==> config.mk <==
export PLATFORM = sky130hd
export DESIGN_NAME = ks_multiword_sequencer_flat
export DESIGN_NICKNAME = d
export VERILOG_FILES = /design/src/rtl/ks_multiword_sequencer_if.sv /design/src/rtl/ks_multiword_sequencer.sv /design/src/flat_wrapper.sv
export SDC_FILE = /design/constraint.sdc
export NUM_CORES = 1
export LEC_CHECK = 0
export BUFFER_PORTS_ARGS = -buffer_cell sky130_fd_sc_hd__buf_2
export CORE_ASPECT_RATIO = 0.6
export CORE_MARGIN = 2
export CORE_UTILIZATION = 34
export CTS_CLUSTER_DIAMETER = 50
export DETAILED_ROUTE_END_ITERATION = 12
export PLACE_DENSITY_LB_ADDON = 0.1
export SYNTH_ARGS = -nofsm -noshare
export SYNTH_HDL_FRONTEND = slang
export SYNTH_SLANG_ARGS = --single-unit
==> constraint.sdc <==
create_clock -name clk -period 15.3 [get_ports clk]
set_clock_uncertainty 0.15 [all_clocks]
set_input_delay 1.53 -clock clk [delete_from_list [all_inputs] [get_ports clk]]
set_output_delay 1.53 -clock clk [all_outputs]
set_load 0.02 [all_outputs]
==> src/rtl/ks_multiword_sequencer_if.sv <==
// Request/response bundle between a wide-add requester and ks_multiword_sequencer.
// master drives the request and consumes the result; slave is the sequencer side.
interface ks_multiword_sequencer_if #(
    parameter int DATA_WIDTH = 32,
    parameter int WORDS      = 4
);
    logic                        in_valid;
    logic                        in_ready;
    logic [DATA_WIDTH*WORDS-1:0] in_a;
    logic [DATA_WIDTH*WORDS-1:0] in_b;
    logic                        in_cin;
    logic                        in_sub;
    logic                        out_valid;
    logic                        out_ready;
    logic [DATA_WIDTH*WORDS-1:0] out_sum;
    logic                        out_cout;

    modport master (
        output in_valid, in_a, in_b, in_cin, in_sub, out_ready,
        input  in_ready, out_valid, out_sum, out_cout
    );

    modport slave (
        input  in_valid, in_a, in_b, in_cin, in_sub, out_ready,
        output in_ready, out_valid, out_sum, out_cout
    );
endinterface

==> src/rtl/ks_multiword_sequencer.sv <==
// Splits a wide add into DATA_WIDTH words for a registered Kogge-Stone adder, rippling carry.
// Optional subtract support is built when KS_MWSEQ_SUB_EN is defined.
module ks_multiword_sequencer #(
    parameter int DATA_WIDTH = 32,
    parameter int WORDS      = 4,
    parameter int LAT        = 2
) (
    input  logic                  clk,
    input  logic                  rst,
    ks_multiword_sequencer_if.slave bus,
    output logic [DATA_WIDTH-1:0] add_a,
    output logic [DATA_WIDTH-1:0] add_b,
    output logic                  add_cin,
    input  logic [DATA_WIDTH:0]   add_s
);
    localparam int W  = DATA_WIDTH * WORDS;
    localparam int KW = (WORDS > 1) ? $clog2(WORDS) : 1;
    localparam int CW = (LAT > 1) ? $clog2(LAT) : 1;

    typedef enum logic [1:0] {IDLE, ISSUE, WAIT, DONE} state_t;

    state_t          state;
    logic [W-1:0]    a_q;
    logic [W-1:0]    b_q;
    logic [KW-1:0]   k;
    logic [CW-1:0]   cnt;
    logic [W-1:0]    b_in;
    logic            cin_in;

`ifdef KS_MWSEQ_SUB_EN
    // Subtraction is a + ~b + 1, so invert once at accept time.
    assign b_in   = bus.in_sub ? ~bus.in_b : bus.in_b;
    assign cin_in = bus.in_sub ? 1'b1 : bus.in_cin;
`else
    logic unused_sub;
    assign unused_sub = bus.in_sub;
    assign b_in       = bus.in_b;
    assign cin_in     = bus.in_cin;
`endif

    always_ff @(posedge clk or posedge rst) begin
        if (rst) begin
            state         <= IDLE;
            a_q           <= '0;
            b_q           <= '0;
            k             <= '0;
            cnt           <= '0;
            add_a         <= '0;
            add_b         <= '0;
            add_cin       <= 1'b0;
            bus.in_ready  <= 1'b1;
            bus.out_valid <= 1'b0;
            bus.out_sum   <= '0;
            bus.out_cout  <= 1'b0;
        end else begin
            unique case (state)
                IDLE: begin
                    if (bus.in_valid) begin
                        a_q          <= bus.in_a;
                        b_q          <= b_in;
                        k            <= '0;
                        add_a        <= bus.in_a[DATA_WIDTH-1:0];
                        add_b        <= b_in[DATA_WIDTH-1:0];
                        add_cin      <= cin_in;
                        bus.in_ready <= 1'b0;
                        state        <= ISSUE;
                    end
                end
                ISSUE: begin
                    cnt   <= CW'(LAT - 1);
                    state <= WAIT;
                end
                WAIT: begin
                    if (cnt != '0) begin
                        cnt <= cnt - 1'b1;
                    end else begin
                        bus.out_sum[int'(k)*DATA_WIDTH +: DATA_WIDTH]
                            <= add_s[DATA_WIDTH-1:0];
                        if (k != KW'(WORDS - 1)) begin
                            k       <= k + 1'b1;
                            add_a   <= a_q[(int'(k)+1)*DATA_WIDTH +: DATA_WIDTH];
                            add_b   <= b_q[(int'(k)+1)*DATA_WIDTH +: DATA_WIDTH];
                            add_cin <= add_s[DATA_WIDTH];
                            state   <= ISSUE;
                        end else begin
                            bus.out_cout  <= add_s[DATA_WIDTH];
                            bus.out_valid <= 1'b1;
                            state         <= DONE;
                        end
                    end
                end
                DONE: begin
                    if (bus.out_ready) begin
                        bus.out_valid <= 1'b0;
                        bus.in_ready  <= 1'b1;
                        state         <= IDLE;
                    end
                end
                default: state <= IDLE;
            endcase
        end
    end
endmodule

==> src/flat_wrapper.sv <==
// flat-port wrapper written by rule: the top's interface ports become plain ports
module ks_multiword_sequencer_flat 
#(
    parameter int DATA_WIDTH = 32,
    parameter int WORDS      = 4,
    parameter int LAT        = 2
)
  (clk, rst, add_a, add_b, add_cin, add_s, bus_in_valid, bus_in_a, bus_in_b, bus_in_cin, bus_in_sub, bus_out_ready, bus_in_ready, bus_out_valid, bus_out_sum, bus_out_cout);
  ks_multiword_sequencer_if #(.DATA_WIDTH(DATA_WIDTH), .WORDS(WORDS)) bus_i ();
  input  logic clk;
  input  logic rst;
  output logic [DATA_WIDTH-1:0] add_a;
  output logic [DATA_WIDTH-1:0] add_b;
  output logic add_cin;
  input  logic [DATA_WIDTH:0] add_s;
  input wire logic [$bits(bus_i.in_valid)-1:0] bus_in_valid;
  input wire logic [$bits(bus_i.in_a)-1:0] bus_in_a;
  input wire logic [$bits(bus_i.in_b)-1:0] bus_in_b;
  input wire logic [$bits(bus_i.in_cin)-1:0] bus_in_cin;
  input wire logic [$bits(bus_i.in_sub)-1:0] bus_in_sub;
  input wire logic [$bits(bus_i.out_ready)-1:0] bus_out_ready;
  output wire logic [$bits(bus_i.in_ready)-1:0] bus_in_ready;
  output wire logic [$bits(bus_i.out_valid)-1:0] bus_out_valid;
  output wire logic [$bits(bus_i.out_sum)-1:0] bus_out_sum;
  output wire logic [$bits(bus_i.out_cout)-1:0] bus_out_cout;
  assign bus_i.in_valid = bus_in_valid;
  assign bus_i.in_a = bus_in_a;
  assign bus_i.in_b = bus_in_b;
  assign bus_i.in_cin = bus_in_cin;
  assign bus_i.in_sub = bus_in_sub;
  assign bus_i.out_ready = bus_out_ready;
  assign bus_in_ready = bus_i.in_ready;
  assign bus_out_valid = bus_i.out_valid;
  assign bus_out_sum = bus_i.out_sum;
  assign bus_out_cout = bus_i.out_cout;
  ks_multiword_sequencer #(.DATA_WIDTH(DATA_WIDTH), .WORDS(WORDS), .LAT(LAT)) u_core (.clk(clk), .rst(rst), .bus(bus_i), .add_a(add_a), .add_b(add_b), .add_cin(add_cin), .add_s(add_s));
endmodule
==> results of run 1 <==
## final cells by class
cell class / instances / share of cell area, %
sequential: 393 / 45.67
multi-input combinational: 699 / 30.09
timing repair buffer: 507 / 11.98
clock buffer: 63 / 5.951
tap: 650 / 3.774
inverter: 69 / 1.237
clock inverter: 18 / 1.126
antenna: 14 / 0.1626
## worst min-delay path by stage
stage | startpoint | endpoint | slack (ns) | depth (start not counted)
CTS | u_core.add_a[2] | u_core.add_a[2] | 0.35 | 2
detailed placement | u_core.add_a[2] | u_core.add_a[2] | 0.33 | 2
global route | u_core.bus.out_sum[127] | u_core.bus.out_sum[127] | 0.36 | 1
floorplan | u_core.b_q[50] | u_core.b_q[50] | 0.33 | 1
finish | u_core.bus.out_sum[107] | u_core.bus.out_sum[107] | 0.35 | 1
global placement | u_core.add_cin | u_core.add_cin | 0.32 | 1
## state kept, by name, indices dropped and copies added, names as in the netlist, 2 cells and up
| name | count |
|---|---|
| u_core.bus.out_sum | 128 |
| u_core.a_q | 96 |
| u_core.b_q | 96 |
| u_core.add_a | 32 |
| u_core.add_b | 32 |
| u_core.k | 2 |
| u_core.state | 2 |
## logic make-up after synthesis
kind of cell / Yosys count / share of synthesized area [%]
AO/OA/AOI/OAI: 329 / 17.31
buffers and inverters: 188 / 4.418
AND/OR/NAND/NOR: 96 / 2.636
adder cells (fa/ha/maj): 11 / 0.8100
flip-flops: 393 / 57.89
multiplexers: 263 / 16.94
## per-layer routing
| metal | up-vias | track usage (%) | part of all wire [%] |
|---|---|---|---|
| met3 | 86 | 5.085 | 6.2 |
| li1 | 5733 | - | - |
| met5 | - | 0 | 0.061 |
| met4 | 8 | 6.047 | 2.2 |
| met2 | 349 | 32.40 | 46 |
| met1 | 6615 | 30.16 | 46 |
## placed cells by master, fill, tap and decap left out, drive strengths merged, types with 2 or more instances in the layout
master    instances
mux2            196
and4              3
clkinvlp          2
nor2             69
o41ai            64
dfrtp           392
a41oi             2
clkbuf           63
o31ai            64
a22o            129
and2              2
a31oi             2
inv              71
o221a            64
mux2i            67
nor4b             3
ha               11
buf             507
nor2b             4
a21oi             4
nand2b            3
nand3b            3
clkinv           10
nand2             7
diode            14
bufinv            4
## worst reg2reg max path, delay by kind of cell (launching register included)
family                     cells  cell delay (ns)
muxes                          1             0.39
and+or+nand+nor                2             1.83
adders and majority gates      1             0.37
DFF                            1             0.81
## power groups by stage
| stage | registers [W] | logic (W) | clock network [W] |
|---|---|---|---|
| after floorplan | 0.00176 | 0.00108 | 0 |
| after global placement | 0.00167 | 0.00167 | 0 |
| after detailed placement | 0.00169 | 0.00170 | 0 |
| after CTS | 0.00167 | 0.00170 | 0.00114 |
| after global routing | 0.00172 | 0.00182 | 0.00119 |
| final | 0.00167 | 0.00168 | 0.00111 |
## per-stage QoR
step	total power, W	instances	area [sq um]	setup slack [ns]	hold WS (ns)
CTS	0.004511	2399	21520	11.31	0.3497
global route	0.004730	2409	21540	11.00	0.3582
finish	0.004462	2413	21550	11.42	0.3511
global placement	0.003341	2318	19990	10.73	0.3241
detailed placement	0.003385	2318	19990	10.70	0.3340
floorplan	0.002843	1280	16990	2.696	0.3287
==> impl_metrics.csv, run 1 <==
group,metric,value,unit
drt,vias_per_cell,5.301,
min_path,hp-class,"reg -> reg",
global_route,grt_pass1_vias,12832,
power_and_ir_drop,cellLeakagePower,10.42,nW
floorplan,die_h,177.2,microns
synthesis,synth_cell_types,29,
final_layout,fillerInstances,4695,
worst_setup_path,start_kind,"input pin",
floorplan,die_w,292.6,microns
clocking,cts_setup_buffers,0,
synthesis,yosys.area.top_type,"dfrtp_1",
placement,hpwlAfterDp,36.66,mm
final_layout,seq_area,9843,sq um
final_layout,drive_gt1_share,48.94,%
worst_setup_path,cpLargestDelayFamily,"buffers and inverters",
drt,drt_wl_total,56.94,mm
floorplan,dieArea,51840,sq um
worst_setup_path,crit_buf_inv,4,
worst_setup_path,critPathLaunch,"rst",
worst_setup_path,ff2ff_path_depth,4,
timing,slew_viol_final,0,
worst_setup_path,cp_max_fo,132,
worst_setup_path,end_kind,"async pin",
timing,relSlewSlack,25.29,%
worst_setup_path,cp_common_cell,"buf_4",
final_layout,area_growth,26.83,%
clocking,numCtsBuffers,44,
power_and_ir_drop,switching_share,36.52,%
worst_setup_path,arrival,4.25,ns
clocking,clock_path_buffers,3,
drt,dr.pass1.iters,4,
run_status,status,"finished, final reports clean",
drt,drc,0,
power_and_ir_drop,powerDensity,207.1,nW/um^2
placement,globalplace.congestion,0.8267,
synthesis,syn_nets,1586,
floorplan,ioPinCount,491,
global_route,antenna_found_initial,18,
floorplan,initial_utilization,34.43,%
floorplan,coreArea,49340,sq um
worst_setup_path,reg2reg_from,"u_core.k[1]",
synthesis,synth_edf_count,0,
worst_setup_path,cp_num_cells,4,
timing,rsz0062_at_grt,"false",
power_and_ir_drop,p_int,0.002833,W
synthesis,ys_ff_latch,393,
worst_setup_path,worstSetupPathType,"in -> async",
drt,first_iter_violations,806,
timing,fmax,258.0,MHz
synthesis,yosys-top-cells-area,"dfrtp_1 58%, mux2_2 13%, a22o_1 6.6%",
worst_setup_path,crit_path_max_incr_delay,0.88,ns
clocking,post_cts_resized,0,
timing,tns,0,ns
synthesis,synth_ff_type,"dfrtp_1",
drt,ant_nets,0,
synthesis,synth_area,16990,sq um
timing,period_share,25.33,%
synthesis,synth_common_cells,"392 x dfrtp_1, 195 x mux2_2, 129 x a22o_1, 102 x clkbuf_1, 69 x nor2_1",
final_layout,multi_input_area,6485,sq um
global_route,grt-ovfl-total,0,
worst_setup_path,endpoint,"u_core.b_q[83]",
clocking,tritoncts,"built",
drt,vias,12791,
synthesis,async_flop_share,100.0,%
synthesis,yosysMostFrequentCell,"dfrtp_1",
clocking,path_clk_slew,0.06,ns
worst_setup_path,required,15.67,ns
power_and_ir_drop,p_seq_share,37.4,%
final_layout,final_core_util,43.67,%
synthesis,yosys.area.top_type_share,57.73,%
clocking,h-tree-depth,2,
global_route,grt_max_degree,133,
power_and_ir_drop,ir_worst_vdd,0.0001876,V
placement,port_buffers,489,
power_and_ir_drop,p_sw,0.001630,W
worst_setup_path,rr_endpoint,"u_core.add_cin",
global_route,grt_pass1_wl,84.31,mm
clocking,hold_buffers,0,
job,max_cap_viol_count,0,
power_and_ir_drop,p_comb_share,37.6,%
power_and_ir_drop,p_clk_share,25.0,%
clocking,cts-root-buf,"clkbuf_16",
drt,post_drt_wl_per_cell,23.60,microns
synthesis,yosysSeqAreaShare,57.89,%
clocking,cts.sinks,393,
timing,tightest_slew,1.121,ns
worst_setup_path,r2r_slack,11.63,ns
synthesis,synth.avg_cell_area,13.27,sq um
synthesis,syn_inst,1280,
timing,setup_viol,0,
worst_setup_path,cp_slowest_cell,"buf_4",
floorplan,row_count,63,
clocking,insertion_delay,0.54,ns
synthesis,yosysWarnings,0,
global_route,grt.total_usage,21.26,%
worst_setup_path,worstPathCellList,"buf_2, inv_8, buf_4, buf_4",
timing,period_minus_slack,3.875,ns
final_layout,layout.nets,2020,
timing,hold_viol,0,
(Power assumes the default switching activity.)
==> run 2, diff against run 1 <==
==> constraint.sdc (replaced) <==
create_clock -name clk -period 3.13 [get_ports clk]
set_clock_uncertainty 0.15 [all_clocks]
set_input_delay 0.313 -clock clk [delete_from_list [all_inputs] [get_ports clk]]
set_output_delay 0.313 -clock clk [all_outputs]
set_load 0.02 [all_outputs]
==> run 2 against run 1 <==
Against the previous run:
- clock power grew to 4.7 times the previous value
- final cell count grew 13%
- setup slack lost 11 ns
- first-iteration DRC count shrank 15%
- total power grew to 5.0 times the previous value
- critical path depth grew 2
- critical path type is now reg -> reg
- critical endpoint is now u_core.add_b[2]
- largest power group unchanged
==> impl_metrics.csv, run 2 (synthesis gave the netlist of run 1 again) <==
group,metric,value,unit
final_layout,finalNonFillerCells,2717,
drt,vias_per_cell,5.139,
worst_setup_path,arrival,2.90,ns
worst_setup_path,crit_buf_inv,2,
drt,first_iter_violations,685,
power_and_ir_drop,p_clk_share,23.5,%
power_and_ir_drop,cellLeakagePower,11.77,nW
final_layout,layout.nets,2340,
global_route,grt.total_usage,22.25,%
clocking,tritoncts,"built",
floorplan,row_count,63,
final_layout,final_cell_mix,"489 x buf_2, 390 x dfrtp_1, 293 x dlygate4sd3_1, 195 x mux2_2, 129 x a22o_1",
clocking,cts_setup_buffers,0,
placement,port_buffers,489,
worst_setup_path,ff2ff_path_depth,6,
global_route,grt_pass1_vias,14665,
power_and_ir_drop,p_int,0.01411,W
drt,drc,0,
min_path,hp-class,"in -> reg",
clocking,post_cts_resized,0,
final_layout,largest_reg_flops,128,
worst_setup_path,endpoint,"u_core.add_b[2]",
worst_setup_path,start_kind,"register",
placement,placed_area,20310,sq um
placement,dp.cells,2346,
floorplan,dieArea,51840,sq um
timing,tightest_slew,0.9843,ns
timing,fmax,383.0,MHz
floorplan,die_h,177.2,microns
worst_setup_path,worstPathCellList,"inv_1, ha_1, nor2_4, or4_4, buf_12, o31ai_1",
worst_setup_path,end_kind,"register",
floorplan,die_w,292.6,microns
global_route,grt_max_degree,134,
power_and_ir_drop,powerDensity,896.6,nW/um^2
floorplan,ioPinCount,491,
clocking,clock_path_buffers,3,
final_layout,drive_gt1_share,42.56,%
timing,rsz0062_at_grt,"false",
global_route,grt_pass1_wl,89.43,mm
drt,vias,13964,
placement,pre_cts_ws,0.5307,ns
global_route,antenna_found_initial,4,
worst_setup_path,r2r_slack,0.52,ns
job,max_cap_viol_count,0,
timing,worst_slack,0.5190,ns
worst_setup_path,cp_max_fo,30,
final_layout,mostFrequentLayoutCell,"buf_2",
power_and_ir_drop,total_power,0.02213,W
drt,drt_wl_total,58.91,mm
worst_setup_path,critPathLaunch,"u_core.state[0]",
power_and_ir_drop,p_seq_share,36.2,%
final_layout,final_cell_area,24680,sq um
worst_setup_path,cpLargestDelayFamily,"simple AND/OR/NAND/NOR gates",
power_and_ir_drop,switching_share,36.25,%
worst_setup_path,worstSetupPathType,"reg -> reg",
timing,relSlewSlack,34.38,%
drt,post_drt_wl_per_cell,21.68,microns
final_layout,top_register,"u_core.bus.out_sum",
worst_setup_path,crit_path_max_incr_delay,0.68,ns
timing,hold_viol,0,
final_layout,final_core_util,50.02,%
worst_setup_path,cp_num_cells,6,
global_route,grt-ovfl-total,0,
clocking,h-tree-depth,2,
power_and_ir_drop,p_comb_share,40.2,%
final_layout,reg_top3,"u_core.bus.out_sum: 128 flops, u_core.a_q: 96 flops, u_core.b_q: 96 flops",
final_layout,area_growth,45.25,%
floorplan,coreArea,49340,sq um
clocking,cts-root-buf,"clkbuf_16",
timing,period_share,83.42,%
worst_setup_path,rr_endpoint,"u_core.add_b[2]",
clocking,hold_buffers,293,
clocking,numCtsBuffers,43,
clocking,insertion_delay,0.54,ns
power_and_ir_drop,ir_worst_vdd,0.0005654,V
worst_setup_path,reg2reg_from,"u_core.state[0]",
power_and_ir_drop,p_sw,0.008021,W
floorplan,initial_utilization,34.43,%
timing,setup_viol,0,
timing,slew_viol_final,0,
drt,dr.pass1.iters,4,
worst_setup_path,cp_slowest_cell,"or4_4",
drt,ant_nets,0,
placement,hpwlAfterDp,37.84,mm
final_layout,fillerInstances,4444,
placement,globalplace.congestion,0.8186,
timing,period_minus_slack,2.611,ns
worst_setup_path,required,3.42,ns
run_status,status,"finished, final reports clean",
clocking,cts.sinks,393,
clocking,path_clk_slew,0.07,ns
run 2: changes by cell type in the layout (fill, tap and decap cells not counted), sizes merged:
cell	change
diode	-10
buf	+28
bufinv	-1
clkinv	-1
clkinvlp	+2
dlygate4sd3	+293
clkbuf	-6
inv	-1
run 2: worst min-delay path by stage:
stage,to,cells after the start,slack [ns],startpoint
after floorplan,u_core.bus.out_sum[30],1,0.30,add_s[30]
after global placement,u_core.add_cin,1,0.32,u_core.add_cin
after detailed placement,u_core.add_cin,1,0.33,u_core.add_cin
after CTS,u_core.state[0],4,0.16,bus_in_valid
after global routing,u_core.state[0],4,0.19,bus_in_valid
final,u_core.state[0],4,0.19,bus_in_valid
run 2: worst min-delay path, delay by kind of cell:
family	cells	cell delay (ns)
AND/OR/NAND/NOR	1	0.14
buffers and inverters	1	0.16
AO/OA/AOI/OAI	2	0.22
run 2: per-stage QoR:
stage	TNS, ns	hold slack, ns
after floorplan	-1028.22	0.2955
after global placement	0	0.3229
after detailed placement	0	0.3291
after CTS	0	0.1615
after global routing	0	0.1932
final	0	0.1934
run 2: layout make-up:
cell class                      instances  area (sq um)  area share (%)
Timing Repair Buffer                  828          5838           23.66
Sequential cell                       393          9843           39.88
Multi-Input combinational cell        699          6482           26.27
Inverter                               69         262.8           1.065
Antenna cell                            4         10.01         0.04056
Clock buffer                           57          1241           5.029
Clock inverter                         17         188.9          0.7655
Tap cell                              650         813.3           3.295
run 2: power groups by stage:
stage	clock network (W)	logic (W)	registers, W
6_report	0.00521	0.00890	0.00802
5_1_grt	0.00557	0.00964	0.00824
4_1_cts	0.00536	0.00899	0.00799
3_5_place_dp	0	0.00866	0.00808
3_3_place_gp	0	0.00852	0.00800
2_1_floorplan	0	0.00530	0.00860
run 2: routing by layer:
| layer | up-vias | routed length (microns) | share of wire, % | track usage [%] |
|---|---|---|---|---|
| met4 | 0 | 1160 | 2.0 | 5.726 |
| met2 | 339 | 28390 | 48 | 36.55 |
| met1 | 7194 | 26740 | 45 | 30.76 |
| met5 | - | 0 | 0 | 0 |
| li1 | 6355 | - | - | - |
| met3 | 76 | 2627 | 4.5 | 3.566 |
